--- src/rtl/cache_pkg.sv ---
// Shared definitions for the two-way data cache: controller states,
// RISC-V load/store size codes and address-field width helpers.
package cache_pkg;

   typedef enum logic [1:0] {
      ST_IDLE      = 2'd0,
      ST_WRITEBACK = 2'd1,
      ST_REFILL    = 2'd2
   } cache_state_e;

   // funct3 size/sign codes for loads and stores
   localparam logic [2:0] F3_B  = 3'b000;
   localparam logic [2:0] F3_H  = 3'b001;
   localparam logic [2:0] F3_W  = 3'b010;
   localparam logic [2:0] F3_BU = 3'b100;
   localparam logic [2:0] F3_HU = 3'b101;

   // Byte-offset-within-line width: word offset bits plus the two byte bits
   function automatic int off_bits(input int words_per_line);
      return $clog2(words_per_line) + 2;
   endfunction

   function automatic int idx_bits(input int num_sets);
      return $clog2(num_sets);
   endfunction

   function automatic int tag_bits(input int addr_width, input int words_per_line,
                                   input int num_sets);
      return addr_width - off_bits(words_per_line) - idx_bits(num_sets);
   endfunction

endpackage

--- src/rtl/cache_lane_align.sv ---
// Byte-lane handling for one cached word: load extraction with sign/zero
// extension, and merging of byte/half/word store data into the old word.
module cache_lane_align #(
   parameter int DATA_WIDTH = 32
) (
   input  logic [2:0]            funct3,
   input  logic [1:0]            byte_off,
   input  logic [DATA_WIDTH-1:0] word_in,
   input  logic [DATA_WIDTH-1:0] store_in,
   output logic [DATA_WIDTH-1:0] load_out,
   output logic [DATA_WIDTH-1:0] store_out
);
   import cache_pkg::*;

   logic [7:0]  byte_sel;
   logic [15:0] half_sel;

   // Pick the addressed lane and extend it; halves use addr[1] only
   always_comb begin
      byte_sel = word_in[{byte_off, 3'b000} +: 8];
      half_sel = word_in[{byte_off[1], 4'b0000} +: 16];
      case (funct3)
         F3_B:    load_out = {{(DATA_WIDTH-8){byte_sel[7]}}, byte_sel};
         F3_H:    load_out = {{(DATA_WIDTH-16){half_sel[15]}}, half_sel};
         F3_BU:   load_out = {{(DATA_WIDTH-8){1'b0}}, byte_sel};
         F3_HU:   load_out = {{(DATA_WIDTH-16){1'b0}}, half_sel};
         default: load_out = word_in;
      endcase
   end

   // Overwrite only the addressed lane; other lanes keep the stored value
   always_comb begin
      store_out = word_in;
      case (funct3)
         F3_B:    store_out[{byte_off, 3'b000} +: 8]      = store_in[7:0];
         F3_H:    store_out[{byte_off[1], 4'b0000} +: 16] = store_in[15:0];
         default: store_out = store_in;
      endcase
   end

endmodule

--- src/rtl/dcache_2way.sv ---
// Two-way set-associative write-back/write-allocate data cache with one
// LRU bit per set. Hits complete combinationally; misses optionally write
// back the dirty victim, refill the line, then re-look-up in IDLE.
// Handshake: mem_req is held with stable mem_we/mem_addr/mem_wdata until a
// one-cycle mem_ready pulse completes the transfer at that rising edge; the
// CPU holds req_* stable while stall=1.
module dcache_2way
   import cache_pkg::*;
#(
   parameter int DATA_WIDTH     = 32,
   parameter int ADDR_WIDTH     = 32,
   parameter int WORDS_PER_LINE = 4,
   parameter int NUM_SETS       = 4
) (
   input  logic                                 clk,
   input  logic                                 rst_n,
   input  logic                                 req_valid,
   input  logic                                 req_we,
   input  logic [ADDR_WIDTH-1:0]                req_addr,
   input  logic [DATA_WIDTH-1:0]                req_wdata,
   input  logic [2:0]                           req_funct3,
   output logic [DATA_WIDTH-1:0]                rdata,
   output logic                                 stall,
   output logic                                 hit,
   output logic                                 mem_req,
   output logic                                 mem_we,
   output logic [ADDR_WIDTH-1:0]                mem_addr,
   output logic [WORDS_PER_LINE*DATA_WIDTH-1:0] mem_wdata,
   input  logic [WORDS_PER_LINE*DATA_WIDTH-1:0] mem_rdata,
   input  logic                                 mem_ready
);

   localparam int OFF_W  = off_bits(WORDS_PER_LINE);
   localparam int WOFF_W = $clog2(WORDS_PER_LINE);
   localparam int IDX_W  = idx_bits(NUM_SETS);
   localparam int TAG_W  = tag_bits(ADDR_WIDTH, WORDS_PER_LINE, NUM_SETS);
   localparam int LINE_W = WORDS_PER_LINE * DATA_WIDTH;

   logic [DATA_WIDTH-1:0] data_q  [2][NUM_SETS][WORDS_PER_LINE];
   logic [TAG_W-1:0]      tag_q   [2][NUM_SETS];
   logic [NUM_SETS-1:0]   valid_q [2];
   logic [NUM_SETS-1:0]   dirty_q [2];
   logic [NUM_SETS-1:0]   lru_q;      // way to evict next in each set
   cache_state_e          state_q, state_d;
   logic                  victim_q;   // victim way latched on the miss cycle

   logic [TAG_W-1:0]      req_tag;
   logic [IDX_W-1:0]      req_idx;
   logic [WOFF_W-1:0]     req_woff;
   logic                  hit_w0, hit_w1, lookup_hit, hit_way, victim_c;
   logic [DATA_WIDTH-1:0] hit_word, load_word, merged_word;
   logic [LINE_W-1:0]     victim_line;
   logic                  hit_en, store_en, miss_en, refill_en;

   assign req_tag  = req_addr[ADDR_WIDTH-1 -: TAG_W];
   assign req_idx  = req_addr[OFF_W +: IDX_W];
   assign req_woff = req_addr[2 +: WOFF_W];

   // Tag compare in both ways and victim choice (invalid way first, else LRU)
   always_comb begin
      hit_w0     = valid_q[0][req_idx] && (tag_q[0][req_idx] == req_tag);
      hit_w1     = valid_q[1][req_idx] && (tag_q[1][req_idx] == req_tag);
      lookup_hit = hit_w0 || hit_w1;
      hit_way    = !hit_w0 && hit_w1;
      hit_word   = data_q[hit_way][req_idx][req_woff];
      if (!valid_q[0][req_idx])      victim_c = 1'b0;
      else if (!valid_q[1][req_idx]) victim_c = 1'b1;
      else                           victim_c = lru_q[req_idx];
   end

   // Pack the latched victim line, word 0 in the LSBs
   always_comb begin
      victim_line = '0;
      for (int w = 0; w < WORDS_PER_LINE; w++)
         victim_line[w*DATA_WIDTH +: DATA_WIDTH] = data_q[victim_q][req_idx][w];
   end

   cache_lane_align #(.DATA_WIDTH(DATA_WIDTH)) u_lane (
      .funct3    (req_funct3),
      .byte_off  (req_addr[1:0]),
      .word_in   (hit_word),
      .store_in  (req_wdata),
      .load_out  (load_word),
      .store_out (merged_word)
   );

   // Next state, outputs and update enables; everything is quiet in reset
   always_comb begin
      state_d   = state_q;
      stall     = 1'b0;
      hit       = 1'b0;
      rdata     = '0;
      mem_req   = 1'b0;
      mem_we    = 1'b0;
      mem_addr  = '0;
      mem_wdata = '0;
      hit_en    = 1'b0;
      store_en  = 1'b0;
      miss_en   = 1'b0;
      refill_en = 1'b0;
      if (rst_n) begin
         case (state_q)
            ST_IDLE: begin
               if (req_valid) begin
                  if (lookup_hit) begin
                     hit      = 1'b1;
                     rdata    = load_word;
                     hit_en   = 1'b1;
                     store_en = req_we;
                  end else begin
                     stall   = 1'b1;
                     miss_en = 1'b1;
                     if (valid_q[victim_c][req_idx] && dirty_q[victim_c][req_idx])
                        state_d = ST_WRITEBACK;
                     else
                        state_d = ST_REFILL;
                  end
               end
            end
            ST_WRITEBACK: begin
               stall     = 1'b1;
               mem_req   = 1'b1;
               mem_we    = 1'b1;
               mem_addr  = {tag_q[victim_q][req_idx], req_idx, {OFF_W{1'b0}}};
               mem_wdata = victim_line;
               if (mem_ready) state_d = ST_REFILL;
            end
            ST_REFILL: begin
               stall    = 1'b1;
               mem_req  = 1'b1;
               mem_addr = {req_addr[ADDR_WIDTH-1:OFF_W], {OFF_W{1'b0}}};
               if (mem_ready) begin
                  refill_en = 1'b1;
                  state_d   = ST_IDLE;
               end
            end
            default: state_d = ST_IDLE;
         endcase
      end
   end

   // State, valid/dirty/LRU bookkeeping; reset discards all lines
   always_ff @(posedge clk or negedge rst_n) begin
      if (!rst_n) begin
         state_q    <= ST_IDLE;
         valid_q[0] <= '0;
         valid_q[1] <= '0;
         dirty_q[0] <= '0;
         dirty_q[1] <= '0;
         lru_q      <= '0;
         victim_q   <= 1'b0;
      end else begin
         state_q <= state_d;
         if (miss_en)  victim_q <= victim_c;
         if (hit_en)   lru_q[req_idx] <= ~hit_way;
         if (store_en) dirty_q[hit_way][req_idx] <= 1'b1;
         if (refill_en) begin
            valid_q[victim_q][req_idx] <= 1'b1;
            dirty_q[victim_q][req_idx] <= 1'b0;
         end
      end
   end

   // Data and tag arrays: store-hit merge and line refill (not reset)
   always_ff @(posedge clk) begin
      if (store_en)
         data_q[hit_way][req_idx][req_woff] <= merged_word;
      if (refill_en) begin
         for (int w = 0; w < WORDS_PER_LINE; w++)
            data_q[victim_q][req_idx][w] <= mem_rdata[w*DATA_WIDTH +: DATA_WIDTH];
         tag_q[victim_q][req_idx] <= req_tag;
      end
   end

endmodule

--- config.mk ---
export PLATFORM = sky130hd
export DESIGN_NAME = dcache_2way
export DESIGN_NICKNAME = d
export VERILOG_FILES = /design/src/rtl/cache_pkg.sv /design/src/rtl/cache_lane_align.sv /design/src/rtl/dcache_2way.sv
export SDC_FILE = /design/constraint.sdc
export NUM_CORES = 2
export LEC_CHECK = 0
export CORE_MARGIN = 3
export CORE_UTILIZATION = 40
export CTS_BUF_LIST = sky130_fd_sc_hd__clkbuf_8
export DETAILED_ROUTE_END_ITERATION = 8
export SETUP_SLACK_MARGIN = 0.2
export SLEW_MARGIN = 20
export SYNTH_ARGS = -nofsm -noshare
export SYNTH_HDL_FRONTEND = slang
export SYNTH_SLANG_ARGS = --single-unit
--- constraint.sdc ---
create_clock -name clk -period 9 [get_ports clk]
set_clock_uncertainty 0.2 [all_clocks]
set_input_delay 1.8 -clock clk [delete_from_list [all_inputs] [get_ports clk]]
set_output_delay 1.8 -clock clk [all_outputs]
set_load 0.01 [all_outputs]
==> results.ini <==
[floorplanning]
rows = 147
die-area_um2 = 168000
die_h_um = 410
ioPinCount = 396
chipWidth_um = 410
core_um2 = 161000
start_util = 0.405

[detailed_routing]
ant_nets = 0
firstDrtPassIters = 8
drt-vias-per-instance = 6.45
wl_per_cell_um = 34.4
route.detailed.drc = 0
wl_met1_mm = 91.3
wl_met3_mm = 32.9
drt_wl_total_mm = 255
wl_met2_mm = 116
drt_iter0_markers = 6651
vias = 47800
dr.max_layer_used = met5

[worst_setup_path]
crit_arrival_ns = 6.68
worstPathRequired_ns = 7.00
cp-end-kind = output pin
cp-start-kind = primary input
critPathKind = in2out
crit_fanout = 26

[layout]
fin_area_um2 = 76900
final_cell_mix = edfxtp_1 (1232), nand2_1 (606), mux4_2 (583), a21oi_1 (566), clkdlybuf4s50_1 (387)
area_growth_syn_to_layout_pct = 17.9
fin_nets = 5270
fin_util = 0.477
drive_above_1_share = 0.236
layout.cells.most_common = edfxtp_1

[yosys]
synth-seq-cells = 1255
synth-compound-area-share = 0.100
synth_edf_count = 1232
synthAdderAreaFrac = 0.00173
ys_warn_count = 0
muxShareOfSynthArea = 0.219
syn_avg_cell_area_um2 = 14.2
synth_flop_cell = edfxtp_1
syn_inst = 4606
synth_top_family_by_area = multiplexers
synth.distinct_cells = 88
yosys.area_share.simple = 0.0702
yosysSeqAreaShare = 0.576
synth_area_um2 = 65300
async_flop_share = 0.0183
synthXorXnorAreaFrac = 0.00550

[timing]
max_slew.worst_pin.slew_ns = 1.18
hold_viol = 0
maxSlewViolCount = 0
rsz0062_at_grt = false
max_freq_ghz = 0.115
fin_crit_ns = 8.68
holdWs_ns = 0.264
finalSetupViolations = 0
slew_headroom = 0.214
tns_ns = 0
finalCritPeriodShare = 0.964

[placed_design]
gp_congestion = 0.978
post_dp_cell_area_um2 = 72700
io_buffers = 391
post-dp-hpwl_mm = 171

[clock_tree]
clock_path_buffers = 3
cts_buffers = 206
clockRootBuffer = clkbuf_8
htree_levels = 4
cts_tree = built
hold_buffers = 0
clkLatencyLatePin_ns = 0.96
clk_pin_slew_worst_paths_ns = 0.06
clock_sinks = 1255

[hold_path]
hold_path_class = reg2reg

[pwr]
power_density_nw_per_um2 = 196
peakVddDrop_mv = 0.172
power_leakage_uw = 0.0252

[status]
outcome = finished, final reports clean

[grt]
grt_max_degree = 154
grt_pass1_wl_mm = 354
grt_antenna_before_repair = 33
grt.overflow.total = 0
grt_pass1_vias = 47000
grt_use_total = 0.298

[flow_run]
cap_violations = 0

-- critical path, cell delays in order --
cell	delay (ns)
buf_8	0.23
buf_4	0.28
buf_6	0.22
mux4_2	0.34
xnor2_1	0.23
nand2_1	0.13
nand4bb_1	0.21
or4_4	0.67
nand2_4	0.20
buf_12	0.23
mux2i_1	0.17
mux2_2	0.33
o21ai_4	0.31
buf_4	0.19
o221ai_1	0.11
a221oi_1	0.26
buf_4	0.19
clkdlybuf4s50_1	0.54
-- synth_stat cells, types with 27 or more instances --
cell type,number,area share
nand2_1,608,0.035
o21bai_1,41,0.0047
clkbuf_1,239,0.014
a21oi_1,566,0.043
o21ai_0,276,0.021
mux2i_1,84,0.013
xnor2_1,35,0.0047
buf_1,46,0.0026
buf_2,79,0.0061
mux4_2,583,0.20
or3_1,27,0.0026
edfxtp_1,1232,0.57
nor2_1,199,0.011
a21boi_0,33,0.0038
and2_1,74,0.0071
-- cell type report --
class	instances	area (um^2)
Antenna cell	20	50.0
Clock buffer	208	2860
Timing Repair Buffer	630	6140
Multi-Input combinational cell	2937	26400
Inverter	31	121
Tap cell	2160	2700
Fill cell	14100	84400
Clock inverter	170	1050
Sequential cell	1255	37600
-- per-layer routing --
metal,track usage,vias to the layer above
met3,0.0867,717
met5,0,-
met1,0.385,24300
li1,-,19200
met2,0.461,3553
met4,0.149,14
-- registers in the layout, indices dropped and copies added (netlist names) --
signal and count:
tag_q 208, data_q 1024, lru_q 4, victim_q 1
state_q 2, dirty_q 8, valid_q 8
-- path summary, 6_finish.rpt --
check	depth (start not counted)	slack [ns]	start	endpoint
worst max-delay path	18	0.32	req_addr[5]	rdata[0]
worst min register to register	1	0.26	valid_q[2]	valid_q[2]
worst max register to register	16	3.06	tag_q[1][101]	data_q[0][113]
min in group asynchronous	1	0.89	rst_n	state_q[1]
max in group asynchronous	2	6.99	rst_n	dirty_q[7]
worst min-delay path	1	0.26	valid_q[2]	valid_q[2]
-- cells by family after synthesis --
| family | count (synthesis) |
|---|---|
| flops | 1255 |
| compound gates | 1132 |
| simple gates | 1057 |
| mux | 693 |
| buf+inv | 418 |
| xor+xnor | 41 |
| fa+ha+maj | 9 |
| other cells | 1 |
-- what timing repair did --
action,in CTS,in global routing
setup endpoints to repair,24,30
gates cloned,1,1
gates resized for setup,11,13
setup buffers,4,4
pin swaps,2,3
-- power breakdown --
part / leakage, uW / internal, uW / switching, uW
clock: 0.00217 / 2430 / 2410
combinational: 0.0116 / 1370 / 1950
sequential: 0.0114 / 6800 / 103
total: 0.0252 / 10600 / 4460
-- per-stage QoR --
step / cells / total power [uW] / setup slack, ns
final: 7411 / 15100 / 0.321
after global routing: 7400 / 15600 / 0.195
after CTS: 7385 / 15100 / 0.216
after detailed placement: 7002 / 10300 / -0.273
after global placement: 7001 / 10300 / -0.282
after floorplan: 4609 / 9150 / 1.38
No activity file was read; power rests on OpenSTA's default activity.
